==> src/rtl/div_pkg.sv <==
// Shared definitions for the sequential radix-2 restoring divider.
package div_pkg;

  localparam int          DIV_WIDTH   = 32;
  localparam int          DIV_ITER    = 32;
  localparam logic [63:0] ZERO_RESULT = 64'h0;

  typedef enum logic [1:0] {
    IDLE    = 2'd0,
    DIVZERO = 2'd1,
    BUSY    = 2'd2,
    DONE    = 2'd3
  } div_state_e;

endpackage

==> src/rtl/seq_divider.sv <==
// Sequential signed/unsigned 32-bit divider: one restoring iteration per cycle
// through a single shared 33-bit subtractor; result is {remainder, quotient}.
module seq_divider
  import div_pkg::*;
#(
  parameter int WIDTH = DIV_WIDTH
) (
  input  logic                 clk,
  input  logic                 rst,
  input  logic                 signed_div_i,
  input  logic [WIDTH-1:0]     opdata1_i,
  input  logic [WIDTH-1:0]     opdata2_i,
  input  logic                 start_i,
  input  logic                 annul_i,
  output logic [2*WIDTH-1:0]   result_o,
  output logic                 ready_o
);

  localparam int CW = $clog2(DIV_ITER);

  div_state_e           state_q, state_d;
  logic [CW-1:0]        cnt_q, cnt_d;
  logic [WIDTH-1:0]     rem_q, rem_d;
  logic [WIDTH-1:0]     quo_q, quo_d;
  logic [WIDTH-1:0]     dvs_q, dvs_d;
  logic                 negq_q, negq_d;
  logic                 negr_q, negr_d;
  logic [2*WIDTH-1:0]   result_q, result_d;
  logic                 ready_q, ready_d;

  logic [WIDTH:0]       partial_s;
  logic [WIDTH:0]       sub_s;
  logic [WIDTH-1:0]     iter_rem_s;
  logic [WIDTH-1:0]     iter_quo_s;

  function automatic logic [WIDTH-1:0] neg_val(input logic [WIDTH-1:0] x);
    return ~x + WIDTH'(1);
  endfunction

  function automatic logic [WIDTH-1:0] abs_val(input logic [WIDTH-1:0] x);
    return x[WIDTH-1] ? neg_val(x) : x;
  endfunction

  // The quotient register doubles as the dividend shifter; bit WIDTH of the
  // difference is the borrow because the partial remainder is below 2*divisor.
  always_comb begin
    partial_s  = {rem_q, quo_q[WIDTH-1]};
    sub_s      = partial_s - {1'b0, dvs_q};
    iter_rem_s = sub_s[WIDTH] ? partial_s[WIDTH-1:0] : sub_s[WIDTH-1:0];
    iter_quo_s = {quo_q[WIDTH-2:0], ~sub_s[WIDTH]};
  end

  always_comb begin
    state_d  = state_q;
    cnt_d    = cnt_q;
    rem_d    = rem_q;
    quo_d    = quo_q;
    dvs_d    = dvs_q;
    negq_d   = negq_q;
    negr_d   = negr_q;
    result_d = result_q;
    ready_d  = 1'b0;
    case (state_q)
      IDLE: begin
        if (start_i && !annul_i) begin
          rem_d  = '0;
          cnt_d  = '0;
          quo_d  = signed_div_i ? abs_val(opdata1_i) : opdata1_i;
          dvs_d  = signed_div_i ? abs_val(opdata2_i) : opdata2_i;
          negq_d = signed_div_i & (opdata1_i[WIDTH-1] ^ opdata2_i[WIDTH-1]);
          negr_d = signed_div_i & opdata1_i[WIDTH-1];
          if (opdata2_i == '0) begin
            state_d = DIVZERO;
          end else begin
            state_d = BUSY;
          end
        end else begin
          state_d = IDLE;
        end
      end
      DIVZERO: begin
        if (annul_i) begin
          state_d = IDLE;
        end else begin
          state_d  = DONE;
          result_d = ZERO_RESULT;
          ready_d  = 1'b1;
        end
      end
      BUSY: begin
        if (annul_i) begin
          state_d = IDLE;
          cnt_d   = '0;
        end else begin
          rem_d = iter_rem_s;
          quo_d = iter_quo_s;
          if (cnt_q == CW'(DIV_ITER - 1)) begin
            // Sign correction is folded into the final iteration's edge.
            state_d  = DONE;
            cnt_d    = '0;
            ready_d  = 1'b1;
            result_d = {negr_q ? neg_val(iter_rem_s) : iter_rem_s,
                        negq_q ? neg_val(iter_quo_s) : iter_quo_s};
          end else begin
            cnt_d = cnt_q + CW'(1);
          end
        end
      end
      DONE: begin
        state_d = IDLE;
      end
      default: begin
        state_d = IDLE;
      end
    endcase
  end

  // State, datapath and output registers; rst clears everything at once.
  always_ff @(posedge clk or negedge rst) begin
    if (!rst) begin
      state_q  <= IDLE;
      cnt_q    <= '0;
      rem_q    <= '0;
      quo_q    <= '0;
      dvs_q    <= '0;
      negq_q   <= 1'b0;
      negr_q   <= 1'b0;
      result_q <= ZERO_RESULT;
      ready_q  <= 1'b0;
    end else begin
      state_q  <= state_d;
      cnt_q    <= cnt_d;
      rem_q    <= rem_d;
      quo_q    <= quo_d;
      dvs_q    <= dvs_d;
      negq_q   <= negq_d;
      negr_q   <= negr_d;
      result_q <= result_d;
      ready_q  <= ready_d;
    end
  end

  assign result_o = result_q;
  assign ready_o  = ready_q;

endmodule
==> config.mk <==
export PLATFORM = sky130hd
export DESIGN_NAME = seq_divider
export DESIGN_NICKNAME = d
export VERILOG_FILES = /design/src/rtl/div_pkg.sv /design/src/rtl/seq_divider.sv
export SDC_FILE = /design/constraint.sdc
export NUM_CORES = 1
export LEC_CHECK = 0
export ABC_CLOCK_PERIOD_IN_PS = 5620
export BUFFER_PORTS_ARGS = -buffer_cell sky130_fd_sc_hd__buf_2
export CAP_MARGIN = 20
export CELL_PAD_IN_SITES_DETAIL_PLACEMENT = 1
export CELL_PAD_IN_SITES_GLOBAL_PLACEMENT = 1
export CORE_ASPECT_RATIO = 0.9
export CORE_UTILIZATION = 40
export DETAILED_ROUTE_END_ITERATION = 12
export GPL_TIMING_DRIVEN = 0
export PLACE_DENSITY = 0.74
export SLEW_MARGIN = 20
export SYNTH_ARGS = -nofsm -noshare
export SYNTH_HDL_FRONTEND = slang
export SYNTH_SLANG_ARGS = --single-unit
==> constraint.sdc <==
create_clock -name clk -period 5.62 [get_ports clk]
set_clock_uncertainty 0.2 [all_clocks]
set_input_delay 1.124 -clock clk [delete_from_list [all_inputs] [get_ports clk]]
set_output_delay 1.124 -clock clk [all_outputs]
set_load 0.1 [all_outputs]
==> results.md <==
* Status: complete, no violations
* Vias in the first global route at 11854
* Hold Violations, Final at 0
* Yosys warns at 0
* Crit path time final at 5.58 ns
* H-Tree Depth at 4
* Die ar. at 31000 um2
* Count of cell types in the netlist at 76
* Relative slew slack at 45.0%
* Fin crit share at 99.4%
* CTS sink count at 170
* Worst Setup Start Kind: flip-flop
* Crit path capture type: flip-flop
* Maximum vdd drop at 0.224 mV
* Worst skew pair latency at 0.44 ns
* Global Route Usage Sum at 27.8%
* FP Rows at 60
* Count of pins over their slew limit at 0
* Setup CP Type: reg2reg
* Post-layout net count at 1787
* Asr flop ratio synth at 100%
* Net Sw Frac at 48.1%
* Hold crit path type: reg2reg
* Worst Hold Slack at 0.273 ns
* Placed Instances at 2047
* Critical Path RT at 5.73 ns
* Gate power share at 50.3%
* Seq pwr share at 28.4%
* Routability cong. at 0.932
* Initial Utilization at 40.6%
* Setup-failing EPs final at 0
* Area of the mapped netlist at 12100 um2
* Most used DFF post-synth: dfrtp_1
* Clk buf depth at 2
* First-pass GRT wire length at 66800 um
* Hold bufs inserted after CTS at 0
* CTS tree: done
* Routed vias/inst at 5.75
* Layout filler cell count at 3741
* DR DRC count at 0
* Post-route ant nets at 0
* Seq/Total Area, Yosys at 35.1%
* Worst slack, placed at -0.904 ns
* Total global routing overflow at 0
* Post-Syn Instances at 1509
* Vias at 12019
* Core Area at 29800 um2
* Flops & latches, synth at 170
* Clock group share of total power at 21.2%
* Crit path max fanout at 10
* Fmax at 179 MHz
* Largest net degree at the start of global routing at 72
* Initial antenna violation count at 1
* Syn_nets at 1621
* Avg Synthesized Cell Area at 8.03 um2
* Leakage at 6.41 nW
* Die Height at 167 um
* I/O Buffers at 133
* Initial drt markers at 933
* Worst-Margin Slew at 0.814 ns
* Max-Cap Viols at 0
* Width of the die at 185 um
* Layout cells sized above 1 at 14.9%
* Clock buffer count from CTS at 17
* Sw Pwr at 0.00300 W
* Layout area overhead at 17.3%
* PnR worst setup slack at 0.0353 ns
* Post-DP HPWL at 33100 um
* Clock root buffer master: clkbuf_16
* Post-synth EDFFs at 0
* Routed wire length at 42700 um
* Routed WL per cell at 20.4 um
* I/O pins at 134
* Int Power at 0.00324 W
* Worst-path clk slew at 0.08 ns
* Fin cells at 2092
* Pre-antenna DRT Iters at 5
* Power per Cell Area at 439 nW/um2
* Crit path arrival time at 5.70 ns
==> synthesized netlist by cell type, drive strengths merged, types with 4 or more instances <==
master	n	area (um2)
a2111oi	4	53.8
a211o	4	35.0
a211oi	6	50.1
a21boi	8	60.1
a21o	8	60.1
a21oi	113	599
a31oi	12	75.1
and2	13	82.6
and3	6	37.5
buf	23	130
clkbuf	51	191
dfrtp	170	4250
ha	42	526
inv	56	210
mux2	4	45.0
mux2i	25	254
nand2	258	968
nand2b	11	71.3
nand3	13	65.1
nand3b	7	52.6
nand4	13	81.3
nor2	101	395
nor3	35	180
nor4	12	75.1
o211ai	8	60.1
o21a	13	97.6
o21ai	235	1180
o31ai	27	218
o41ai	14	175
or2	8	50.1
or3	24	150
or4	12	93.8
xnor2	67	587
xor2	64	561
==> power by group through the flow <==
| stage | sequential [W] | combinational (W) | clock (W) |
|---|---|---|---|
| after floorplan | 0.00167 | 0.00210 | 0 |
| after global routing | 0.00181 | 0.00347 | 0.00138 |
| after detailed placement | 0.00179 | 0.00296 | 0 |
| final | 0.00178 | 0.00314 | 0.00132 |
| after global placement | 0.00176 | 0.00286 | 0 |
| after CTS | 0.00177 | 0.00303 | 0.00134 |
==> worst max-delay path, stage by stage, from the launching register on <==
cell	delay, ns
dfrtp_1	0.47
ha_1	0.43
nand3_2	0.16
a211o_1	0.33
a2111o_1	0.46
a21oi_4	0.23
o21a_1	0.15
buf_6	0.16
nor2_8	0.09
inv_8	0.11
buf_6	0.16
nor2_1	0.07
a21oi_2	0.18
ha_2	0.23
nand2_1	0.05
or4_4	0.58
nor2_4	0.16
a31oi_1	0.18
o41ai_1	0.74
xnor2_1	0.21
o21ai_0	0.09
==> final timing paths <==
kind,from,endpoint,slack [ns],cells past startpoint
max,rem_q[1],result_o[48],0.04,20
min,result_o[39],result_o[39],0.27,2
max reg2reg,rem_q[1],result_o[48],0.04,20
min reg2reg,result_o[39],result_o[39],0.27,2
max in group asynchronous,rst,ready_o,4.16,2
min in group asynchronous,rst,result_o[49],0.36,1
==> cell usage in the layout (no fill, tap or decap), types with 5 or more instances in the layout <==
| cell type | count |
|---|---|
| and2_1 | 12 |
| mux2i_1 | 23 |
| o21ai_0 | 220 |
| nand3_1 | 12 |
| clkbuf_16 | 17 |
| a31oi_1 | 12 |
| nor2_1 | 99 |
| nor4_1 | 12 |
| a21o_1 | 8 |
| o211ai_1 | 8 |
| buf_2 | 144 |
| and3_1 | 6 |
| a211oi_1 | 5 |
| dfrtp_1 | 170 |
| nand4_1 | 13 |
| inv_8 | 7 |
| nand3b_1 | 7 |
| a21boi_0 | 8 |
| ha_1 | 40 |
| or3_1 | 24 |
| nand2_1 | 258 |
| o21a_1 | 12 |
| o41ai_2 | 6 |
| nor3_1 | 34 |
| clkbuf_1 | 49 |
| o31ai_1 | 24 |
| inv_1 | 55 |
| or2_2 | 7 |
| a21oi_2 | 7 |
| a21oi_1 | 105 |
| o21ai_1 | 12 |
| xor2_1 | 64 |
| buf_1 | 5 |
| or4_1 | 10 |
| xnor2_1 | 67 |
| nand2b_1 | 10 |
| buf_4 | 14 |
| o41ai_1 | 7 |
==> flip-flops by register name (all words and copies together), names as in the netlist <==
| signal | flops |
|---|---|
| negr_q | 1 |
| state_q | 2 |
| cnt_q | 5 |
| rem_q | 32 |
| quo_q | 32 |
| negq_q | 1 |
| result_o | 64 |
| ready_o | 1 |
| dvs_q | 32 |
==> cells by family (layout without fill, tap and decap cells) <==
kind of cell / count (synthesis) / after routing / synth area share (%)
DFF: 170 / 170 / 35.1
buffers and inverters: 130 / 309 / 4.39
and+or+nand+nor: 526 / 526 / 19.9
muxes: 29 / 29 / 2.47
other: 0 / 1 / 0
xor gates and xnor gates: 131 / 131 / 9.47
AOI/OAI and AO/OA: 480 / 480 / 24.1
adders and majority gates: 43 / 43 / 4.50
==> final cells by class <==
| cell class | count | area (um2) | area share [%] |
|---|---|---|---|
| Antenna cell | 1 | 2.50 | 0.0176 |
| Buffer | 72 | 320 | 2.25 |
| Clock buffer | 17 | 425 | 2.99 |
| Clock inverter | 15 | 225 | 1.58 |
| Inverter | 56 | 218 | 1.53 |
| Multi-Input combinational cell | 1209 | 7420 | 52.2 |
| Sequential cell | 170 | 4250 | 29.9 |
| Tap cell | 403 | 504 | 3.55 |
| Timing Repair Buffer | 149 | 848 | 5.97 |
==> per-stage QoR <==
stage          area [um2]  total power, W  util, %    TNS, ns
2_1_floorplan       12100         0.00377        -          0
3_3_place_gp        13300         0.00463     44.6      -7.08
3_5_place_dp        13300         0.00475     44.8      -7.30
4_1_cts             14100         0.00613     47.3  -0.000912
5_1_grt             14200         0.00666     47.7     -0.170
6_report            14200         0.00624     47.7          0
==> per-layer routing <==
metal | vias up | routed length, um | GRT usage, %
met4 | 0 | 539 | 5.35
met1 | 5915 | 21300 | 43.7
met5 | - | 0 | 0
met2 | 388 | 18000 | 40.6
met3 | 46 | 2860 | 3.06
li1 | 5670 | - | -
==> timing repair <==
action / in CTS / in global routing
setup buffers: 8 / 6
resized for setup: 11 / 12
pin swaps: 3 / 6
cloned: 0 / 0
setup endpoints to repair: 13 / 8
Power figures use the tool's default switching activity.
